### config.mk
export PLATFORM = sky130hd
export DESIGN_NAME = mem_ctrl
export DESIGN_NICKNAME = d
export VERILOG_FILES = /design/src/rtl/mem_ctrl_pkg.sv /design/src/rtl/sync_2ff.sv /design/src/rtl/mem_ctrl.sv
export SDC_FILE = /design/constraint.sdc
export NUM_CORES = 1
export LEC_CHECK = 0
export CAP_MARGIN = 40
export CORE_ASPECT_RATIO = 0.8
export CORE_MARGIN = 8
export CORE_UTILIZATION = 48
export DETAILED_ROUTE_END_ITERATION = 8
export GPL_TIMING_DRIVEN = 0
export MAX_ROUTING_LAYER = met4
export PLACE_DENSITY = 0.86
export SYNTH_ARGS = -nofsm -noshare
export SYNTH_HDL_FRONTEND = slang
export SYNTH_HIERARCHICAL = 1
export SYNTH_SLANG_ARGS = --single-unit
### constraint.sdc
create_clock -name clk -period 3.3 [get_ports clk]
set_input_delay 0.495 -clock clk [delete_from_list [all_inputs] [get_ports clk]]
set_output_delay 0.495 -clock clk [all_outputs]
set_load 0.05 [all_outputs]
### src/rtl/mem_ctrl_pkg.sv
// Shared definitions for the memory-interface controller: word width,
// memory RW encoding and the access FSM state encoding.
package mem_ctrl_pkg;

  // Width of addresses and data words exchanged with memory
  localparam int WORD_W = 16;

  // RW levels as the memory expects them
  localparam logic RW_READ  = 1'b1;
  localparam logic RW_WRITE = 1'b0;

  // Access sequencing states
  typedef enum logic [2:0] {
    S_IDLE    = 3'd0,
    S_SETUP   = 3'd1,
    S_ASSERT  = 3'd2,
    S_RELEASE = 3'd3,
    S_FINISH  = 3'd4
  } state_t;

endpackage

### src/rtl/sync_2ff.sv
// Two-flop synchronizer bringing an asynchronous level into the clk domain.
module sync_2ff (
  input  logic clk,
  input  logic rst_n,
  input  logic d,
  output logic q
);

  logic sync_p0;
  logic sync_p1;

  // Metastability filter: first flop may go metastable, second settles it
  always_ff @(posedge clk) begin
    if (!rst_n) begin
      sync_p0 <= 1'b0;
      sync_p1 <= 1'b0;
    end else begin
      // stage p0: raw capture of the asynchronous input
      sync_p0 <= d;
      // stage p1: settled copy used by downstream logic
      sync_p1 <= sync_p0;
    end
  end

  assign q = sync_p1;

endmodule

### src/rtl/mem_ctrl.sv
// Memory-interface controller: latches a request from the control unit,
// drives address/data/RW to memory, pulses EN and hand-shakes on MFC with a
// per-edge timeout, then reports completion with a one-cycle DONE.
module mem_ctrl
  import mem_ctrl_pkg::*;
#(
  parameter int TIMEOUT_CYCLES = 64,
  parameter int SETUP_CYCLES   = 1
) (
  input  logic              clk,
  input  logic              rst_n,
  input  logic              REQ,
  input  logic              WR,
  input  logic [WORD_W-1:0] ADDR,
  input  logic [WORD_W-1:0] WDATA,
  output logic [WORD_W-1:0] RDATA,
  output logic              DONE,
  output logic              BUSY,
  output logic              ERR,
  output logic [WORD_W-1:0] MAR_to_MEM,
  output logic [WORD_W-1:0] MDR_to_MEM,
  output logic              EN,
  output logic              RW,
  input  logic [WORD_W-1:0] MEM_to_MDR,
  input  logic              MFC
);

  // Timeout counter is one bit wider than needed so it can never wrap
  localparam int TMO_W = $clog2(TIMEOUT_CYCLES) + 1;
  localparam int SET_W = $clog2(SETUP_CYCLES + 1) + 1;

  localparam logic [TMO_W-1:0] TMO_LAST  = TMO_W'(TIMEOUT_CYCLES - 1);
  localparam logic [SET_W-1:0] SET_FIRST = SET_W'(SETUP_CYCLES - 1);

  state_t             state;
  logic [SET_W-1:0]   setup_cnt;
  logic [TMO_W-1:0]   tmo_cnt;
  logic               mfc_sync;

  // MFC is asynchronous to clk; the FSM only ever looks at the settled copy
  sync_2ff u_mfc_sync (
    .clk   (clk),
    .rst_n (rst_n),
    .d     (MFC),
    .q     (mfc_sync)
  );

  // Access sequencer: request capture, setup hold, EN handshake, completion
  always_ff @(posedge clk) begin
    if (!rst_n) begin
      state      <= S_IDLE;
      EN         <= 1'b0;
      RW         <= RW_READ;
      MAR_to_MEM <= '0;
      MDR_to_MEM <= '0;
      RDATA      <= '0;
      DONE       <= 1'b0;
      ERR        <= 1'b0;
      setup_cnt  <= '0;
      tmo_cnt    <= '0;
    end else begin
      DONE <= 1'b0;
      case (state)
        S_IDLE: begin
          // Address, data and direction are frozen here for the whole access
          if (REQ) begin
            MAR_to_MEM <= ADDR;
            MDR_to_MEM <= WDATA;
            RW         <= WR ? RW_WRITE : RW_READ;
            ERR        <= 1'b0;
            setup_cnt  <= SET_FIRST;
            state      <= S_SETUP;
          end
        end

        S_SETUP: begin
          // Hold the bus quiet with EN low so memory sees stable inputs
          if (setup_cnt == '0) begin
            EN      <= 1'b1;
            tmo_cnt <= '0;
            state   <= S_ASSERT;
          end else begin
            setup_cnt <= setup_cnt - SET_W'(1);
          end
        end

        S_ASSERT: begin
          if (mfc_sync) begin
            // Read data is valid while MFC is high; take it before dropping EN
            if (RW == RW_READ) begin
              MDR_to_MEM <= MEM_to_MDR;
              RDATA      <= MEM_to_MDR;
            end
            EN      <= 1'b0;
            tmo_cnt <= '0;
            state   <= S_RELEASE;
          end else if (tmo_cnt == TMO_LAST) begin
            // Memory never answered: abandon without touching the data path
            ERR     <= 1'b1;
            EN      <= 1'b0;
            tmo_cnt <= '0;
            state   <= S_RELEASE;
          end else begin
            tmo_cnt <= tmo_cnt + TMO_W'(1);
          end
        end

        S_RELEASE: begin
          // Wait for memory to withdraw MFC so the next access starts clean
          if (!mfc_sync) begin
            DONE  <= 1'b1;
            state <= S_FINISH;
          end else if (tmo_cnt == TMO_LAST) begin
            ERR   <= 1'b1;
            DONE  <= 1'b1;
            state <= S_FINISH;
          end else begin
            tmo_cnt <= tmo_cnt + TMO_W'(1);
          end
        end

        S_FINISH: begin
          state <= S_IDLE;
        end

        default: begin
          state <= S_IDLE;
        end
      endcase
    end
  end

  assign BUSY = (state != S_IDLE);

endmodule

# ---- Word level (Yosys, flattened, before mapping)
# Index checks and enable logic that the tools add are counted.
dict set report classes {
  n_addsub 2
  n_mul 0
  div 0
  order_cmp 0
  n_eq_ne 14
  shift 0
  mux 32
  n_bitwise 0
  reduce_logical 17
}
# op count
set ops {}
lappend ops {{$mux 16} 3}
lappend ops {{$mux 7} 5}
lappend ops {{$pmux 16 s2} 1}
lappend ops {{$pmux 7 s3} 1}
lappend ops {{$mux 3} 6}
lappend ops {{$reduce_and 4->1} 4}
lappend ops {{$ne 2x2->1 const B} 6}
lappend ops {{$pmux 3 s4} 1}
lappend ops {{$mux 1} 10}
lappend ops {{$reduce_and 3->1} 3}
lappend ops {{$reduce_bool 3->1} 3}
lappend ops {{$add 7x1->7 const B} 1}
lappend ops {{$eq 7x6->1 const B} 1}
lappend ops {{$eq 3x2->1 const B} 2}
lappend ops {{$reduce_bool 2->1} 3}
lappend ops {{$mux 2} 2}
lappend ops {{$ne 2x1->1 const B} 2}
lappend ops {{$pmux 2 s2} 1}
lappend ops {{$reduce_and 2->1} 2}
lappend ops {{$eq 3x1->1 const B} 1}
lappend ops {{$logic_not 3->1} 1}
lappend ops {{$ne 3x2->1 const B} 1}
lappend ops {{$ne 3x3->1 const B} 1}
lappend ops {{$pmux 1 s3} 1}
lappend ops {{3 further kinds} 3}
dict set report totals {
  register_bits 66
  latchBits 0
  ram_bits 0
  rom_bits 0
  wordCells 77
  n_memories 0
}

# ---- Logic depth before layout (Yosys ltp)
dict set report logic_depth {
  depth_word 4
  mapped_depth 7
  depth_no_buf 7
}

# ---- By module
# The synthesis kept the hierarchy.
# module n_inst cells_per_inst area_per_inst_um2 seq_area_each_um2
set by_module_without_submodules {}
lappend by_module_without_submodules {mem_ctrl 1 328 2796.4 1281.2}
lappend by_module_without_submodules {sync_2ff 1 4 52.6 40.0}

# ---- Worst setup path after synthesis
# No wires, ideal clock.
dict set report synth_timing {
  path_kind {register to register}
  startpoint {register state[2]}
  endpoint {register MDR_to_MEM[3]}
  setup_ps 145
  arrival_time_ps 1691
  required_time_ps 3155
  setup_slack_ps 1464
  path_stages_with_launch 7
  period_less_slack_ps 1836
  cell_sequence {dfxtp_1 -> buf_6 -> or3_4 -> or2_4 -> a21oi_4 -> buf_2 -> a211oi_2}
}
dict set report synth_between {
  elab_chain_cells 3
  word_cells_on_any_way 8
  cone_classes {eq/ne (4); mux (1); reduce/logical (3)}
}
# element line
set synth_lines {}
lappend synth_lines {{from (decl)} mem_ctrl.sv:35} ;# state_t state;
lappend synth_lines {{from (signal assigned)} mem_ctrl.sv:51} ;# state <= S_IDLE;
lappend synth_lines {{from (signal assigned)} mem_ctrl.sv:72} ;# state <= S_SETUP;
lappend synth_lines {{from (signal assigned)} mem_ctrl.sv:81} ;# state <= S_ASSERT;
lappend synth_lines {{$eq 3x2->1 / $logic_not 3->1 (equally long branches)} mem_ctrl.sv:63} ;# case (state)
lappend synth_lines {{$ne 2x1->1 (no line) (tied with other cells)} -}
lappend synth_lines {{$reduce_and 4->1 (no line)} -}
lappend synth_lines {{to (signal assigned)} mem_ctrl.sv:91} ;# MDR_to_MEM <= MEM_to_MDR;
lappend synth_lines {{to (decl)} mem_ctrl.sv:21} ;# output logic [WORD_W-1:0] MDR_to_MEM,
# Several ways; a longest one is shown, not always the timed one.
# A chain may end at the register's enable or synchronous reset.

# ---- Worst setup path after layout
dict set report layout_timing {
  startpoint {register state[2]}
  endpoint {output port BUSY}
}
dict set report layout_between {
  elab_chain_cells 1
}
# element line
set layout_lines {}
lappend layout_lines {{$reduce_bool 3->1} mem_ctrl.sv:133} ;# assign BUSY = (state != S_IDLE);
lappend layout_lines {{to (decl)} mem_ctrl.sv:18} ;# output logic BUSY,
# No other way between the ends.

==> results.md <==
- Via density: 5.31
- Clk_lat worst skew: 0.34 ns
- Reg2Reg Depth: 7
- Initial antenna violation count: 0
- CTS Buf Count: 9
- CP Data Required Time: 2.80 ns
- Row count: 25
- Die X: 102 µm
- Post-Syn Nets: 387
- Most frequent cells in the layout: clkdlybuf4s50_1, nand2_1, dfxtp_1
- Ys flop type: dfxtp_1
- Startpoint type of the worst setup path: flip-flop
- R2r setup slk: 1.17 ns
- Number of synthesized register bits: 66
- Normalized max-slew margin: 0.519
- Drt pass-1 iters: 4
- Max frequency: 0.417 GHz
- Yosys cell types: 47
- Routability congestion estimate: 0.877
- Crit Reg-Reg Endpoint: RDATA[5]
- Critical-path top delay cell: clkdlybuf4s50_1
- # hold bufs at CTS: 0
- Worst-path maximum fanout: 10
- Lkg Pwr: 0.00151 µW
- Starting DRT DRC Count: 249
- Final Cycle Share: 0.727
- Layout Nets: 503
- Power per Cell Area: 717 nW/µm²
- EDFF count, synth: 0
- Clock root cell: clkbuf_8
- Leading area contributor after synthesis: dfxtp_1
- Fin Clk Skew: 0.00675 ns
- Fin. Hold Viols: 0
- Vias: 2,835
- Hold path startpoint: u_mfc_sync/sync_p0
- Top cell type's share of synthesized area: 0.464
- Synth Area per Inst: 8.58 µm²
- RSZ-0062 raised after global routing: false
- Max-slew violations: 0
- WP data arrival: 1.90 ns
- DP Worst Slack: 0.814 ns
- Post-CTS Resized: 0
- First-pass GRT wire length: 13,600 µm
- Setup TNS: 0 ns
- Num Clock Sinks: 66
- Share of layout cells above drive strength 1: 0.102
- Routed Wire Length: 8450 µm
- Worst-path cell chain: buf_6, or3_4, clkdlybuf4s50_1
- N_diodes: 0
- Critical R2R Launch: state[1]
- Status: complete, no violations
- Worst setup EP type: output port
- Worst slew pin tran: 0.719 ns
- FFs w/ async S/R, synth: 0
- Most common cell after layout, fill and taps aside: clkdlybuf4s50_1
- Mapped cell area: 2850 µm²
- IO buf count: 105
- CTS tree: done
- Maximum VDD drop: 0.432 mV
- WHS Endpoint: u_mfc_sync/q
- Post-CTS Setup Inserts: 0
- Maxcap violations: 0
- Synthesis-to-finish area growth: 46.4%
- Setup crit start: state[2]
- Reg clk slew, reported paths: 0.07 ns
- Worst hold stages: 1
- Top cells by area, synth: dfxtp_1, nand2_1, a21oi_1
- Core area: 5820 µm²
- Filler instances: 456
- DR DRC count: 0
- Post-DRT Antenna Nets: 0
- Post-synthesis cell count: 332
- GRT Total Usage: 0.205
- Clock buffer depth: 2
- Die Area: 8670 µm²
- Final WS setup: 0.900 ns
- Slowest stage delay, CP: 0.72 ns
- Hpwl dp: 6480 µm
- I/O pin count: 106
- Number of H-tree levels: 3
- Crit path kind: reg2out
- Die Ht: 84.9 µm
- Vias in the first global route: 2,832
- Seq/Total Area, Yosys: 0.464
- YS warnings: 6
- Crit path time final: 2.40 ns
- Starting Density: 0.490
- Remaining global-route overflow: 0
- Pin count of the biggest net entering global routing: 12
- Hold Path Class: reg2reg
- Routed wire length per instance: 15.8 µm
- Final setup viols: 0
- Final hold slack: 0.443 ns
## synthesized netlist by cell type (2+ instances only)
master and n:
and2_1 2, a21o_1 2, nand2_1 73, and3_1 3, mux2i_1 17, o211ai_1 3, ha_1 2, a211oi_2 14
a211oi_1 5, inv_1 8, buf_6 2, dfxtp_1 66, o21ai_0 8, a21oi_1 40, buf_2 7, nand4_1 3
nand3_1 6, nor2b_1 2, clkbuf_1 11, nor3_1 3, nor2_1 29
## worst max-delay path by stage
| stage | slack [ns] | to |
|---|---|---|
| 2_1_floorplan | 1.46 | MDR_to_MEM[3] |
| 6_report | 0.90 | BUSY |
| 4_1_cts | 0.88 | BUSY |
| 5_1_grt | 0.85 | BUSY |
| 3_3_place_gp | 0.86 | tmo_cnt[4] |
| 3_5_place_dp | 0.81 | tmo_cnt[4] |
## cell type report
| class | instances | area (µm²) | share of cell area |
|---|---|---|---|
| multi-input cells | 235 | 1380 | 0.332 |
| plain buffers | 22 | 110 | 0.0264 |
| inverters | 9 | 33.8 | 0.00810 |
| clock inverters | 6 | 32.5 | 0.00780 |
| flip-flops and latches | 66 | 1320 | 0.317 |
| well taps | 81 | 101 | 0.0243 |
| clock buffers | 10 | 138 | 0.0330 |
| repair buffers | 105 | 1050 | 0.252 |
## power breakdown
| group | total [µW] | internal [µW] | switching, µW |
|---|---|---|---|
| Clock | 590 | 286 | 304 |
| Combinational | 1410 | 510 | 899 |
| Sequential | 994 | 920 | 73.3 |
| Total | 2990 | 1720 | 1280 |
## registers in the layout, indices dropped and copies added (netlist names)
name                count
setup_cnt               2
ERR                     1
tmo_cnt                 7
state                   3
u_mfc_sync/q            1
MDR_to_MEM             16
MAR_to_MEM             16
EN                      1
DONE                    1
u_mfc_sync/sync_p0      1
RDATA                  16
RW                      1
## critical path, delay by kind of cell, from the launching register on
family                 cells  cell delay, ns
buffers and inverters      2            0.85
and+or+nand+nor            1            0.40
DFF                        1            0.31
## through the flow
step / util / total power [µW] / instances / instance area [µm²]
2_1_floorplan: - / 1970 / 332 / 2850
3_3_place_gp: 0.688 / 2380 / 518 / 4000
3_5_place_dp: 0.688 / 2410 / 518 / 4000
4_1_cts: 0.717 / 3000 / 534 / 4170
5_1_grt: 0.717 / 3150 / 534 / 4170
6_report: 0.717 / 2990 / 534 / 4170
## cell families after synthesis
kind of cell             count (synthesis)  share of synthesized area
buffers and inverters                   31                     0.0505
XOR/XNOR                                 1                    0.00307
adder cells (fa/ha/maj)                  2                    0.00878
AO/OA/AOI/OAI                           85                      0.215
AND/OR/NAND/NOR                        130                      0.199
flip-flops                              66                      0.464
multiplexers                            17                     0.0597
## per-layer routing
layer	global-route usage	wire, µm
met1	0.242	3630
met2	0.315	4010
met3	0.0703	663
met4	0.0731	143
met5	-	0
No activity file was read; power rests on OpenSTA's default activity.
